$ cat config.mk
export PLATFORM = sky130hd
export DESIGN_NAME = ntt_basemul
export DESIGN_NICKNAME = d
export VERILOG_FILES = /design/src/rtl/ntt_basemul.sv
export SDC_FILE = /design/constraint.sdc
export NUM_CORES = 2
export LEC_CHECK = 0
export ABC_CLOCK_PERIOD_IN_PS = 13600
export BUFFER_PORTS_ARGS = -buffer_cell sky130_fd_sc_hd__buf_2
export CORE_MARGIN = 2
export CORE_UTILIZATION = 50
export DETAILED_ROUTE_END_ITERATION = 12
export GPL_ROUTABILITY_DRIVEN = 1
export PLACE_DENSITY = 0.68
export SETUP_SLACK_MARGIN = 0.4
export SKIP_CTS_REPAIR_TIMING = 1
export SLEW_MARGIN = 20
export SYNTH_ARGS = -nofsm -noshare
export SYNTH_HDL_FRONTEND = slang
export SYNTH_SLANG_ARGS = --single-unit
$ cat constraint.sdc
create_clock -name clk -period 13.6 [get_ports clk]
set_clock_uncertainty 0.15 [all_clocks]
set_input_delay 2.04 -clock clk [delete_from_list [all_inputs] [get_ports clk]]
set_output_delay 2.04 -clock clk [all_outputs]
set_load 0.05 [all_outputs]
$ cat src/rtl/ntt_basemul.sv
// ntt_basemul: Kyber NTT-domain pairwise base multiply, q=3329, fixed 3-cycle latency.
module ntt_basemul (
  input  logic        clk,
  input  logic        reset,
  input  logic        set,
  input  logic        in_valid,
  input  logic [15:0] a0,
  input  logic [15:0] a1,
  input  logic [15:0] b0,
  input  logic [15:0] b1,
  output logic [6:0]  zeta_addr,
  input  logic [15:0] zeta,
  output logic [15:0] c0,
  output logic [15:0] c1,
  output logic        out_valid,
  output logic        busy,
  output logic        done
);
  localparam int unsigned Q = 3329;
  typedef enum logic [1:0] {IDLE, RUN, FLUSH, DONE} state_t;
  state_t      state_q;
  logic [6:0]  cnt_q;
  logic        v1_q, v2_q, v3_q, out_valid_q;
  logic [23:0] p00_q, p11_q;
  logic [24:0] s_q, sum_q;
  logic [15:0] g_q, g2_q, g_d, c0_q, c1_q;
  logic [11:0] m00_q, m11_q, c1m_q, c1s_q;
  logic        acc;
  assign acc       = state_q == RUN && in_valid;
  assign zeta_addr = {1'b1, cnt_q[6:1]};
  // Odd pairs use the negated twiddle; zero stays zero so g is fully reduced.
  assign g_d       = cnt_q[0] && zeta != 16'd0 ? 16'(Q) - zeta : zeta;
  assign c0        = c0_q;
  assign c1        = c1_q;
  assign out_valid = out_valid_q;
  assign busy      = state_q == RUN || state_q == FLUSH;
  assign done      = state_q == DONE;
  always_ff @(posedge clk) begin
    p00_q <= 24'(a0) * 24'(b0);
    p11_q <= 24'(a1) * 24'(b1);
    s_q   <= 25'(a0) * 25'(b1) + 25'(a1) * 25'(b0);
    g_q   <= g_d;
    m00_q <= 12'(p00_q % 24'(Q));
    m11_q <= 12'(p11_q % 24'(Q));
    c1m_q <= 12'(s_q % 25'(Q));
    g2_q  <= g_q;
    sum_q <= 25'(m00_q) + 25'(m11_q) * 25'(g2_q);
    c1s_q <= c1m_q;
    if (reset) begin
      state_q     <= IDLE;
      cnt_q       <= 7'd0;
      v1_q        <= 1'b0;
      v2_q        <= 1'b0;
      v3_q        <= 1'b0;
      out_valid_q <= 1'b0;
      c0_q        <= 16'd0;
      c1_q        <= 16'd0;
    end else begin
      v1_q        <= acc;
      v2_q        <= v1_q;
      v3_q        <= v2_q;
      out_valid_q <= v3_q;
      if (v3_q) begin
        c0_q <= 16'(sum_q % 25'(Q));
        c1_q <= {4'd0, c1s_q};
      end
      if (state_q == IDLE && set) begin
        state_q <= RUN;
        cnt_q   <= 7'd0;
      end
      if (acc) begin
        cnt_q <= cnt_q + 7'd1;
        if (cnt_q == 7'd127) state_q <= FLUSH;
      end
      if (state_q == FLUSH && !(v1_q || v2_q || v3_q)) state_q <= DONE;
      if (state_q == DONE) state_q <= IDLE;
    end
  end
endmodule

==> key figures <==
Timing
  – Hold WS: 175 ps
  – Setup_tns: -225 ps
  – Max Freq: 72.8 MHz
  – Period utilization: 101%
  – Final setup fails: 5
  – Worst-Margin Slew: 1020 ps
  – Hold Vio Cnt, Final: 0
  – RSZ-0062 raised after global routing: yes
  – Setup WS post-layout: -130 ps
  – Slew headroom: 31.2%
  – Max Slew Vio Count: 0
  – Post-layout min period: 13730 ps

Die
  – Die area: 130000 sq um
  – Standard-cell row count: 130
  – Core area: 126000 sq um
  – Top-level port count: 126
  – Die W: 360 um
  – Die H: 360 um
  – Initial core utilization: 50.5%

Global routing
  – Largest net degree at the start of global routing: 42
  – First-pass GRT wire length: 301000 um
  – Grt total ovfl: 0
  – GRT Total Usage: 27.5%
  – Vias in the first global route: 60000
  – Antenna violations before repair: 13

CTS
  – CTS tree: done
  – Clock buffer depth: 3
  – Total CTS buffers: 29
  – Clock root buffer: clkbuf_16
  – CTS Sinks: 219
  – CTS HTree Levels: 1
  – Clock Latency Late Sink: 660 ps
  – Clk slew on worst S/H paths: 70 ps

Worst setup path
  – Largest delay share family, worst path: compound AO/OA/AOI/OAI gates
  – CP Data Required Time: 13940 ps
  – Crit-path max cell delay: 620 ps
  – Worst Setup Path Type: register to register
  – Critical Path Source: sum_q[16]
  – Critical path's most frequent cell: buf_4
  – Setup crit end kind: register
  – Crit. path cell count: 55
  – Critical Path AT: 14070 ps
  – CP Buf/Inv Count: 8
  – Highest-delay cell along the critical path: or4_4
  – Crit Path Max Fanout: 6
  – Reg2reg path depth: 55
  – Worst reg2reg setup slack: -130 ps
  – RR Endpoint: c0[2]
  – CP endpoint: c0[2]
  – Reg-to-reg startpoint: sum_q[16]
  – Startpoint types: register

Synthesis
  – Synth Flop Type: dfxtp_1
  – Post-synth ARST share: 0%
  – Synthesized cell area: 63500 sq um
  – Synth area leader: fa_1
  – Syn avg cell area: 8.01 sq um
  – Syn Inst Count: 7934
  – Yosys top cell area share: 27.6%
  – #FFs+latches synth: 219
  – Post-synthesis sequential area ratio: 6.90%
  – Top cells by area, synth: fa_1 (28%), ha_1 (7.0%), dfxtp_1 (6.9%)
  – Distinct cell type count after synthesis: 169
  – EDFF count, synth: 0
  – Ys Warns: 0

Min path
  – Min-Delay Path Class: register to register
  – WHS Path Cells: 0

Detailed routing
  – Met3 routed WL: 9020 um
  – Via density: 5.76
  – Vias: 60300
  – DRC viols: 0
  – Initial DRC Count: 4103
  – DR pass1 iterations: 5
  – Uppermost layer routed: met5
  – Metal-1 WL: 79800 um
  – Post-DRT Antenna Nets: 0
  – Post-Route WL: 187000 um
  – Wire length on met2: 92700 um
  – Drt wl/cell: 17.9 um

Finish
  – Layout Utilization: 62.4%
  – Area Overhead vs Synth: 23.7%
  – Layout cell share with drive strength beyond 1: 24.4%
  – # nets final: 10100
  – Final Non-Filler Cells: 10500

Placement
  – Final GP Congestion: 0.936
  – IO Port Bufs: 120
  – Final HPWL DP: 143000 um
  – Placed cells: 10200

Run
  – Max-cap violations: 0

Run status
  – Violated checks: negative setup slack
  – Outcome: complete, but fails checks
worst min path at each step:
stage                endpoint      start
floorplan            c1s_q[0]   c1m_q[0]
global placement     c1s_q[0]   c1m_q[0]
detailed placement  c1s_q[10]  c1m_q[10]
CTS                  c1s_q[8]   c1m_q[8]
global route         c1s_q[9]   c1m_q[9]
finish               c1s_q[6]   c1m_q[6]
routing by layer:
layer / GRT usage (%) / up-vias
met2: 48.0 / 1708
met5: 0 / -
met3: 2.37 / 323
li1: - / 28300
met1: 36.6 / 30000
met4: 7.48 / 10
cells in the mapped netlist, types with 167 or more instances:
master    instances
nor3_1          167
dfxtp_1         219
xnor2_1         365
a21oi_1         310
o21ai_0         185
inv_1          1144
clkbuf_1        284
nand2_1        1072
nor2_1          407
and2_1          431
fa_1            876
ha_1            354
kinds of logic after synthesis:
family                   synth area share (%)
AO/OA/AOI/OAI                            18.8
XOR/XNOR                                 6.80
adder cells (fa/ha/maj)                  34.8
buffers and inverters                    9.50
flip-flops                               6.90
multiplexers                             1.49
other                                  0.0118
AND/OR/NAND/NOR                          21.7
cell usage in the layout, fill, tap and decap left out, types with 41 or more instances in the layout:
master    instances
o21ai_2          44
a21oi_2          44
buf_4          1016
buf_2           120
inv_1          1143
or2_2            41
mux2i_1          59
fa_1            876
ha_1            348
a211oi_1         42
and2_1          425
o21ai_1          57
a21oi_1         262
nor2_1          376
or3_1            42
o211ai_1         68
o21bai_1         78
xor2_1           93
buf_6            50
xnor2_1         331
o21ai_0         146
o21a_1           50
nand4_1          43
dfxtp_1         202
a21o_1           52
nor3_1          127
nand2_1        1065
nand3_1         133
through the flow:
stage / cell area, sq um / worst slack [ps]
after floorplan: 64300 / -85.3
after global placement: 71800 / -587
after detailed placement: 71800 / -746
after CTS: 72800 / -785
after global routing: 78600 / -576
final: 78600 / -130
registers in the layout (all words and copies together) (netlist names), 12 cells and up:
signal	cells
c1s_q	12
g2_q	16
c1	12
sum_q	25
m11_q	12
s_q	25
p00_q	24
g_q	16
p11_q	24
c1m_q	12
m00_q	12
c0	16
final cells by class:
type / count / area (sq um)
antenna: 7 / 17.5
clock buffer: 33 / 761
clock inverter: 21 / 263
fill: 10800 / 47300
inverter: 1146 / 4310
multi-input combinational: 6196 / 57800
sequential: 219 / 4410
tap: 1650 / 2060
timing repair buffer: 1193 / 8940
Power is left out: the tool's default activity adds up to more than one toggle a clock period on the data nets, which glitch-free logic cannot reach.
